<file path="src/rtl/fifo_pkg.sv">
// Shared pointer helpers for the async FIFO write and read sides.
// Gray/binary conversions work on 32-bit words; callers cast to their pointer width.
package fifo_pkg;

  localparam int ADD_WIDTH_DEFAULT = 3;
  localparam int PTR_W             = ADD_WIDTH_DEFAULT + 1;

  function automatic logic [31:0] bin2gray(input logic [31:0] b);
    return b ^ (b >> 1);
  endfunction

  // Bits above the caller's width arrive as zero, so they do not disturb the low bits.
  function automatic logic [31:0] gray2bin(input logic [31:0] g);
    logic [31:0] b;
    b[31] = g[31];
    for (int i = 30; i >= 0; i--) begin
      b[i] = b[i+1] ^ g[i];
    end
    return b;
  endfunction

endpackage

</file>
<file path="src/rtl/ptr_sync_2ff.sv">
// Two-flop synchronizer for a Gray-coded pointer crossing into the clk domain.
// Shared by the write-side and read-side pointer blocks.
module ptr_sync_2ff #(
  parameter int width = 4
) (
  input  logic             clk,
  input  logic             rst,
  input  logic [width-1:0] d,
  output logic [width-1:0] q
);

  logic [width-1:0] stage1;

  always_ff @(posedge clk) begin
    if (rst) begin
      stage1 <= '0;
      q      <= '0;
    end else begin
      stage1 <= d;
      q      <= stage1;
    end
  end

endmodule

</file>
<file path="src/rtl/fifo_wptr_full.sv">
// Write-side pointer and full-flag logic of an async FIFO.
// Optional almost-full flag is built only when FIFO_WPTR_ALMOST_FULL_EN is defined.
//
// Handshake: w_inc is a request; it is accepted on a w_clk edge only when w_full
// is low at that edge. A refused request has no effect and need not be held.
module fifo_wptr_full
  import fifo_pkg::*;
#(
  parameter int add_width  = 3,
  parameter int fifo_depth = 8,
  parameter int af_margin  = 2
) (
  input  logic                 w_clk,
  input  logic                 w_rst,
  input  logic                 w_inc,
  input  logic [add_width:0]   r_ptr_gray,
  output logic [add_width-1:0] w_addr,
  output logic [add_width:0]   w_ptr_gray,
`ifdef FIFO_WPTR_ALMOST_FULL_EN
  output logic                 w_almost_full,
`endif
  output logic                 w_full
);

  localparam int PW = add_width + 1;

  if ((fifo_depth != (1 << add_width)) || (af_margin < 0) || (af_margin > fifo_depth)) begin : g_param_check
    $error("fifo_wptr_full: fifo_depth must be 2**add_width and af_margin within 0..fifo_depth");
  end

  logic [PW-1:0] rq2;
  logic [PW-1:0] wbin;
  logic [PW-1:0] wbin_next;
  logic [PW-1:0] wgray_next;
  logic [PW-1:0] full_match;
  logic          w_accept;
  logic          full_next;

  ptr_sync_2ff #(
    .width (PW)
  ) u_rptr_sync (
    .clk (w_clk),
    .rst (w_rst),
    .d   (r_ptr_gray),
    .q   (rq2)
  );

  assign w_accept   = w_inc && !w_full;
  assign wbin_next  = wbin + {{(PW-1){1'b0}}, w_accept};
  assign wgray_next = PW'(bin2gray(32'(wbin_next)));
  assign w_addr     = wbin[add_width-1:0];

  // Full when the write pointer is one lap ahead: top two Gray bits inverted, rest equal.
  assign full_match = {~rq2[PW-1:PW-2], rq2[PW-3:0]};
  assign full_next  = (wgray_next == full_match);

  always_ff @(posedge w_clk) begin
    if (w_rst) begin
      wbin       <= '0;
      w_ptr_gray <= '0;
      w_full     <= 1'b0;
    end else begin
      wbin       <= wbin_next;
      w_ptr_gray <= wgray_next;
      w_full     <= full_next;
    end
  end

`ifdef FIFO_WPTR_ALMOST_FULL_EN
  localparam logic [PW-1:0] AF_THRESH = PW'(fifo_depth - af_margin);

  logic [PW-1:0] rbin_s;
  logic [PW-1:0] occupancy;

  assign rbin_s    = PW'(gray2bin(32'(rq2)));
  assign occupancy = wbin_next - rbin_s;

  always_ff @(posedge w_clk) begin
    if (w_rst) begin
      w_almost_full <= 1'b0;
    end else begin
      w_almost_full <= (occupancy >= AF_THRESH);
    end
  end
`endif

endmodule
</file>
<file path="config.mk">
export PLATFORM = sky130hd
export DESIGN_NAME = fifo_wptr_full
export DESIGN_NICKNAME = d
export VERILOG_FILES = /design/src/rtl/fifo_pkg.sv /design/src/rtl/ptr_sync_2ff.sv /design/src/rtl/fifo_wptr_full.sv
export SDC_FILE = /design/constraint.sdc
export NUM_CORES = 1
export LEC_CHECK = 0
export BUFFER_PORTS_ARGS = -buffer_cell sky130_fd_sc_hd__buf_2
export CORE_UTILIZATION = 33
export DETAILED_ROUTE_END_ITERATION = 10
export GPL_ROUTABILITY_DRIVEN = 0
export PLACE_DENSITY = 0.52
export SLEW_MARGIN = 20
export SYNTH_ARGS = -nofsm -noshare
export SYNTH_HDL_FRONTEND = slang
export SYNTH_SLANG_ARGS = --single-unit
</file>
<file path="constraint.sdc">
create_clock -name w_clk -period 3.2 [get_ports w_clk]
set_input_delay 0.64 -clock w_clk [delete_from_list [all_inputs] [get_ports w_clk]]
set_output_delay 0.64 -clock w_clk [all_outputs]
set_load 0.03 [all_outputs]
</file>
* Yosys cells after proc, flatten, opt, wreduce, memory -nomap -nowiden *
Index checks and enable logic that the tools add are counted.

cells by class
  add/sub/neg operators = 1
  equality and inequality tests = 1
  bitwise logic cells = 2
  reduce and logical (&&, ||, !) cells = 2

operator list
  operator             count
  $add A4 B1 Y4        1
  $eq A4 B4 Y1         1
  $xor A4 B3 Y4        1
  $not A2 Y2           1
  $logic_and A1 B1 Y1  1
  $logic_not A1 Y1     1

storage, ports and cells
  bits in registers = 17
  bits of input ports = 7
  output and inout port bits = 8
  logic and storage cells = 11

* Logic depth before layout (Yosys ltp) *
Gate-level depths: netlist (run 1).

  word-level depth = 5
  depth in mapped cells = 6

* Hierarchy *
A second synthesis (run 1) with hierarchy kept.

second synthesis, totals
  cell total of the unflattened synthesis = 49
  area total of the unflattened synthesis = 606.8 µm²

modules (own cells, without submodules)
  module          times used  cells each  area each (µm²)  sequential area each (µm²)
  fifo_wptr_full  1           33          396.6            160.2
  ptr_sync_2ff    1           16          210.2            160.2

* Least setup slack after synthesis (run 1) *
Ideal clock, no wire load.

  path kind = input to register
  from = input port w_inc
  to = register w_full
  setup time = 0.092 ns
  data arrival time = 1.955 ns
  required time = 3.108 ns
  path slack = 1.153 ns
  stages on the path = 6
  cell sequence = nor2b_1 -> ha_1 -> ha_1 -> xnor3_1 -> xnor2_1 -> nor4_1

between the ends
  word-level cells in the longest chain between the ends = 4

RTL lines
  what                    RTL line              RTL
  start: declaration      fifo_wptr_full.sv:15  input logic w_inc,
  $logic_and A1 B1 Y1     fifo_wptr_full.sv:48  assign w_accept = w_inc && !w_full;
  $add A4 B1 Y4           fifo_wptr_full.sv:49  assign wbin_next = wbin + {{(PW-1){1'b0}}, w_accept};
  $xor A4 B3 Y4           fifo_pkg.sv:9         return b ^ (b >> 1);
  $eq A4 B4 Y1            fifo_wptr_full.sv:55  assign full_next = (wgray_next == full_match);
  end signal: assignment  fifo_wptr_full.sv:65  w_full <= full_next;
  end: declaration        fifo_wptr_full.sv:22  output logic w_full

Every way passes these cells.
A chain may end at the register's enable or synchronous reset.

* Worst setup path in the final report (run 1) *
Ends and elaborated chain as after synthesis.

==> flow_metrics.py, run 1 <==
metrics = {
    "drt": {
        "drc_errors": 0,
        "drtAntennaViolNets": 0,
        "routed_via_density": 4.05,
        "drtIter0Drc": 1,
        "wl_um": 831,
        "wl_per_cell_um": 9.03,
        "dr.pass1.iters": 4,
        "route.vias.total": 373,
    },
    "synth": {
        "synth_top_family_by_area": "XOR/XNOR gates",
        "synth_compound_area_share_pct": 3.07,
        "syn_area_per_cell_sq_um": 12.2,
        "synth_area_leader_cell": "dfxtp_1",
        "synth-simple-area-share_pct": 17.2,
        "async_flop_share_pct": 0,
        "syn_nets": 59,
        "yosys_warnings": 0,
        "synth-xor-area-share_pct": 22.5,
        "synth_cell_types": 12,
        "synthMuxAreaShare_pct": 0,
        "yosys.area_share.adder_pct": 4.10,
        "synth_edf_count": 0,
        "postSynthCellCount": 50,
        "yosysSeqAreaShare_pct": 52.5,
        "synth.area.top_cells": "dfxtp_1 52%, nor2b_1 11%, xnor3_1 11%",
        "synthDominantCellAreaShare_pct": 52.5,
        "yosys-top-cells-count": "16 x dfxtp_1, 11 x nor2b_1, 6 x xnor2_1",
        "ys.flop_type": "dfxtp_1",
        "synthMostInstantiatedCell": "dfxtp_1",
        "synth_seq_cells": 16,
        "syn_area_sq_um": 611,
    },
    "cells_and_area": {
        "regArea_sq_um": 320,
        "drive_above_1_share_pct": 28.4,
        "multi_input_area_sq_um": 287,
        "fill_cells": 177,
        "fin_nets": 77,
        "instances_no_fill": 92,
        "antenna_cells": 0,
        "syn_to_final_growth_pct": 21.9,
    },
    "sta": {
        "setup_tns_ns": 0,
        "layout_setup_ws_ns": 1.20,
        "slew_headroom_pct": 81.1,
        "rsz0062_at_grt": "no",
        "period_share_pct": 62.5,
        "tightest_slew_ns": 0.283,
        "fmax_mhz": 500,
        "fin_worst_skew_ns": 0.00275,
        "fin_crit_ns": 2.00,
        "setup_viol": 0,
        "final-max-slew-violation-count": 0,
        "hold_ws_ns": 0.445,
        "hold_viol_final": 0,
    },
    "worst_setup_path": {
        "end_kind": "flop",
        "rrSetupSlack_ns": 1.32,
        "r2r-start": "w_full",
        "required_ns": 3.38,
        "cp-startpoint": "w_inc",
        "crit_fanout": 3,
        "path_class": "input pin to flop",
        "start_kind": "input pin",
        "cp.arrival_ns": 2.18,
    },
    "placed_design": {
        "place_ws_ns": 0.882,
        "portBuffers": 14,
        "dp.cells": 88,
        "dp_hpwl_um": 611,
    },
    "cts": {
        "cts_made_buffers": 3,
        "cts_tree": "yes",
        "clk_pin_slew_ns": 0.09,
        "htree_levels": 1,
        "cts_sinks": 16,
        "clock_latency_ns": 0.28,
        "post_cts_buffers": 0,
        "cts_resized": 0,
        "cts_buffer_depth": 2,
        "cts_root_buf": "clkbuf_4",
        "ctsHoldBuffers": 0,
    },
    "run": {
        "drv_cap": 0,
    },
    "die": {
        "num_rows": 15,
        "core-area_sq_um": 1730,
        "die-area_sq_um": 2030,
        "start_util_pct": 35.4,
        "ios": 15,
        "dieHeight_um": 45.0,
        "die_w_um": 45.0,
    },
    "global_route": {
        "first_global_vias": 326,
        "antenna_found_initial": 0,
        "grt_max_degree": 17,
        "grt.overflow.total": 0,
        "grt_usage_pct": 9.93,
        "grt_pass1_wl_mm": 1.31,
    },
    "pwr": {
        "power.total_mw": 0.410,
        "power_density_nw_per_um2": 550,
        "ir_drop_v": 0.000293,
        "power.leakage_nw": 0.332,
    },
    "run_status": {
        "status": "finished, final reports clean",
    },
    "hold_path": {
        "hold_path.class": "flop to flop",
        "hp-start": "u_rptr_sync.stage1[2]",
    },
}
==> worst max-delay path: stages <==
cell and delay [ns]:
buf_2 0.07, nor2b_1 0.13, ha_1 0.25, ha_1 0.26, xnor3_1 0.45, xnor2_1 0.14
nor4_1 0.25
==> cells by family (layout without fill, tap and decap cells) <==
logic type               count (synthesis)  count (layout)
AO/OA/AOI/OAI                            1               1
XOR/XNOR                                11              11
adder cells (fa/ha/maj)                  2               2
buffers and inverters                    1              18
flip-flops                              16              16
AND/OR/NAND/NOR                         19              19
==> layer usage <==
metal / up-vias / GRT usage, % / share of wire [%]
li1: 193 / - / -
met4: 0 / 7.27 / 1.6
met3: 2 / 6.00 / 5.3
met2: 12 / 14.8 / 45
met5: - / 0 / 0
met1: 166 / 10.2 / 48
==> registers in the layout, summed over array words and instances, names as in the netlist <==
signal / cells
u_rptr_sync.q: 4
u_rptr_sync.stage1: 4
w_full: 1
w_ptr_gray: 4
wbin: 3
==> cell type report <==
class / instances / area share (%)
clock buffer: 4 / 4.87
multi-input combinational: 33 / 38.5
sequential: 16 / 43.0
tap: 25 / 4.20
timing repair buffer: 14 / 9.41
==> worst paths after layout <==
path,end,cells past startpoint
hold / removal,u_rptr_sync.q[2],1
setup / recovery,w_full,7
setup reg to reg,w_full,6
hold reg to reg,u_rptr_sync.q[2],1
==> power breakdown <==
group	switching [mW]	total (mW)	internal, mW	leakage, nW
sequential	0.00471	0.215	0.210	0.131
combinational	0.0326	0.0633	0.0307	0.179
clock	0.0620	0.131	0.0692	0.0210
total	0.0993	0.410	0.310	0.332
==> through the flow <==
stage / cell area [sq um] / util, %
6_report: 744 / 43.1
5_1_grt: 744 / 43.1
4_1_cts: 744 / 43.1
3_5_place_dp: 708 / 41.0
3_3_place_gp: 708 / 41.0
2_1_floorplan: 611 / -
==> cell usage in the layout (no fill, tap or decap) <==
master / n
dfxtp_1: 16
buf_2: 14
nor2b_1: 11
xnor2_1: 6
nor2_1: 5
xnor3_1: 3
clkbuf_4: 3
xor2_1: 2
ha_1: 2
a21boi_4: 1
nand3_1: 1
nand2b_1: 1
nor4_1: 1
clkbuf_8: 1
No activity file was read; power rests on OpenSTA's default activity.
==> run 2, diff against run 1 <==
--- a/config.mk
+++ b/config.mk
@@ -9,7 +9,7 @@
 export CORE_UTILIZATION = 33
 export DETAILED_ROUTE_END_ITERATION = 10
 export GPL_ROUTABILITY_DRIVEN = 0
-export PLACE_DENSITY = 0.52
+export PLACE_DENSITY = 0.54
 export SLEW_MARGIN = 20
 export SYNTH_ARGS = -nofsm -noshare
 export SYNTH_HDL_FRONTEND = slang
==> constraint.sdc (replaced) <==
create_clock -name w_clk -period 1.8 [get_ports w_clk]
set_input_delay 0.36 -clock w_clk [delete_from_list [all_inputs] [get_ports w_clk]]
set_output_delay 0.36 -clock w_clk [all_outputs]
set_load 0.03 [all_outputs]
==> flow_metrics.py, run 2 (synthesis results as in run 1) <==
metrics = {
    "run_status": {
        "status": "finished, final reports clean",
    },
    "cells_and_area": {
        "drive_above_1_share_pct": 36.6,
        "instances_no_fill": 96,
        "antenna_cells": 0,
        "final_util_pct": 44.8,
        "largestRegisters": "u_rptr_sync.q x4, u_rptr_sync.stage1 x4, w_ptr_gray x4",
        "final_cell_mix": "14 x buf_2, 14 x dfxtp_1, 11 x nor2b_1, 6 x xnor2_1",
        "syn_to_final_growth_pct": 26.6,
        "fill_cells": 174,
        "fin_nets": 82,
    },
    "pwr": {
        "power_density_nw_per_um2": 885,
        "power.total_mw": 0.684,
        "power.leakage_nw": 0.348,
        "ir_drop_v": 0.000498,
    },
    "worst_setup_path": {
        "cp.arrival_ns": 1.88,
        "crit_fanout": 3,
        "worstPathCellList": "nor2b_1, ha_1, ha_2, xnor3_1, xnor2_1, nor4_1",
        "start_kind": "flop",
        "end_kind": "flop",
        "r2r-start": "w_full",
        "required_ns": 1.99,
        "r2r-end": "w_full",
        "slowest_stage": "xnor3_1",
        "path_class": "flop to flop",
        "max_stage_delay_ns": 0.43,
        "rrSetupSlack_ns": 0.11,
        "reg2regPathDepth": 6,
    },
    "hold_path": {
        "hold_end": "u_rptr_sync.stage1[2]",
        "holdPathStages": 2,
        "hp-start": "r_ptr_gray[2]",
        "hold_path.class": "input pin to flop",
    },
    "drt": {
        "drtAntennaViolNets": 0,
        "wl_per_cell_um": 8.25,
        "wl_um": 792,
        "routed_via_density": 3.99,
        "dr.pass1.iters": 2,
        "route.vias.total": 383,
        "drtIter0Drc": 3,
        "drc_errors": 0,
    },
    "sta": {
        "fin_crit_ns": 1.69,
        "tightest_slew_ns": 0.263,
        "layout_setup_ws_ns": 0.110,
        "hold_ws_ns": 0.289,
        "slew_headroom_pct": 82.5,
        "period_share_pct": 93.9,
        "setup_viol": 0,
        "rsz0062_at_grt": "yes",
        "hold_viol_final": 0,
        "fin_worst_skew_ns": 0.00553,
        "final-max-slew-violation-count": 0,
        "fmax_mhz": 592,
    },
    "placed_design": {
        "dp.cells": 93,
        "dp_hpwl_um": 584,
        "place_ws_ns": -0.103,
        "portBuffers": 14,
    },
    "die": {
        "core-area_sq_um": 1730,
        "ios": 15,
        "start_util_pct": 35.4,
        "die_w_um": 45.0,
        "num_rows": 15,
        "dieHeight_um": 45.0,
        "die-area_sq_um": 2030,
    },
    "cts": {
        "post_cts_buffers": 0,
        "cts_resized": 0,
        "cts_root_buf": "clkbuf_4",
        "cts_tree": "yes",
        "htree_levels": 1,
        "cts_buffer_depth": 2,
        "cts_sinks": 16,
        "cts_made_buffers": 3,
        "clock_latency_ns": 0.28,
        "clk_pin_slew_ns": 0.08,
        "ctsHoldBuffers": 0,
    },
    "global_route": {
        "grt_pass1_wl_mm": 1.42,
        "grt_usage_pct": 10.4,
        "grt.overflow.total": 0,
        "antenna_found_initial": 0,
        "first_global_vias": 349,
        "grt_max_degree": 17,
    },
    "run": {
        "drv_cap": 0,
    },
}
## run 2: changes by cell type in the layout (fill, tap and decap cells not counted)
cell,delta
ha_2,+1
buf_4,+5
ha_1,-1
dfxtp_2,+2
clkbuf_8,-1
dfxtp_1,-2
## run 2: power by group
group	leakage [nW]	total, mW	internal (mW)	switching [mW]
sequential	0.132	0.382	0.374	0.00823
combinational	0.202	0.125	0.0661	0.0593
clock	0.0138	0.176	0.0775	0.0987
## run 2: worst max-delay path by stage
stage	to	cells after the start	slack [ns]	startpoint
finish	w_full	6	0.11	w_full
global route	w_full	6	-0.03	w_full
global placement	w_full	7	-0.10	w_inc
detailed placement	w_full	7	-0.10	w_inc
floorplan	w_full	6	0.03	w_full
CTS	w_full	6	0.07	w_full
## run 2: per-layer routing
| metal | wire [um] | vias to the layer above | global-route usage (%) |
|---|---|---|---|
| li1 | - | 203 | - |
| met1 | 349 | 167 | 10.8 |
| met2 | 386 | 13 | 17.4 |
| met3 | 56 | 0 | 7.20 |
| met4 | 0 | 0 | 1.82 |
| met5 | 0 | - | 0 |
## run 2: layout make-up
cell class / instances / area [sq um] / share of cell area [%]
Tap cell: 25 / 31.3 / 4.05
Sequential cell: 16 / 323 / 41.7
Multi-Input combinational cell: 33 / 289 / 37.4
Clock buffer: 3 / 22.5 / 2.91
Timing Repair Buffer: 19 / 108 / 13.9
## run 2: metrics by stage
stage / cell area [sq um] / TNS [ns]
final: 773 / 0
after global routing: 773 / -0.0302
after CTS: 771 / 0
after detailed placement: 748 / -0.103
after global placement: 748 / -0.104
after floorplan: 613 / 0
## run 2: critical path, delay by kind of cell, from the launching register on
kind | cells | cell delay [ns]
adder cells (fa/ha/maj) | 2 | 0.39
AND/OR/NAND/NOR | 2 | 0.31
XOR/XNOR | 2 | 0.57
flip-flops | 1 | 0.33
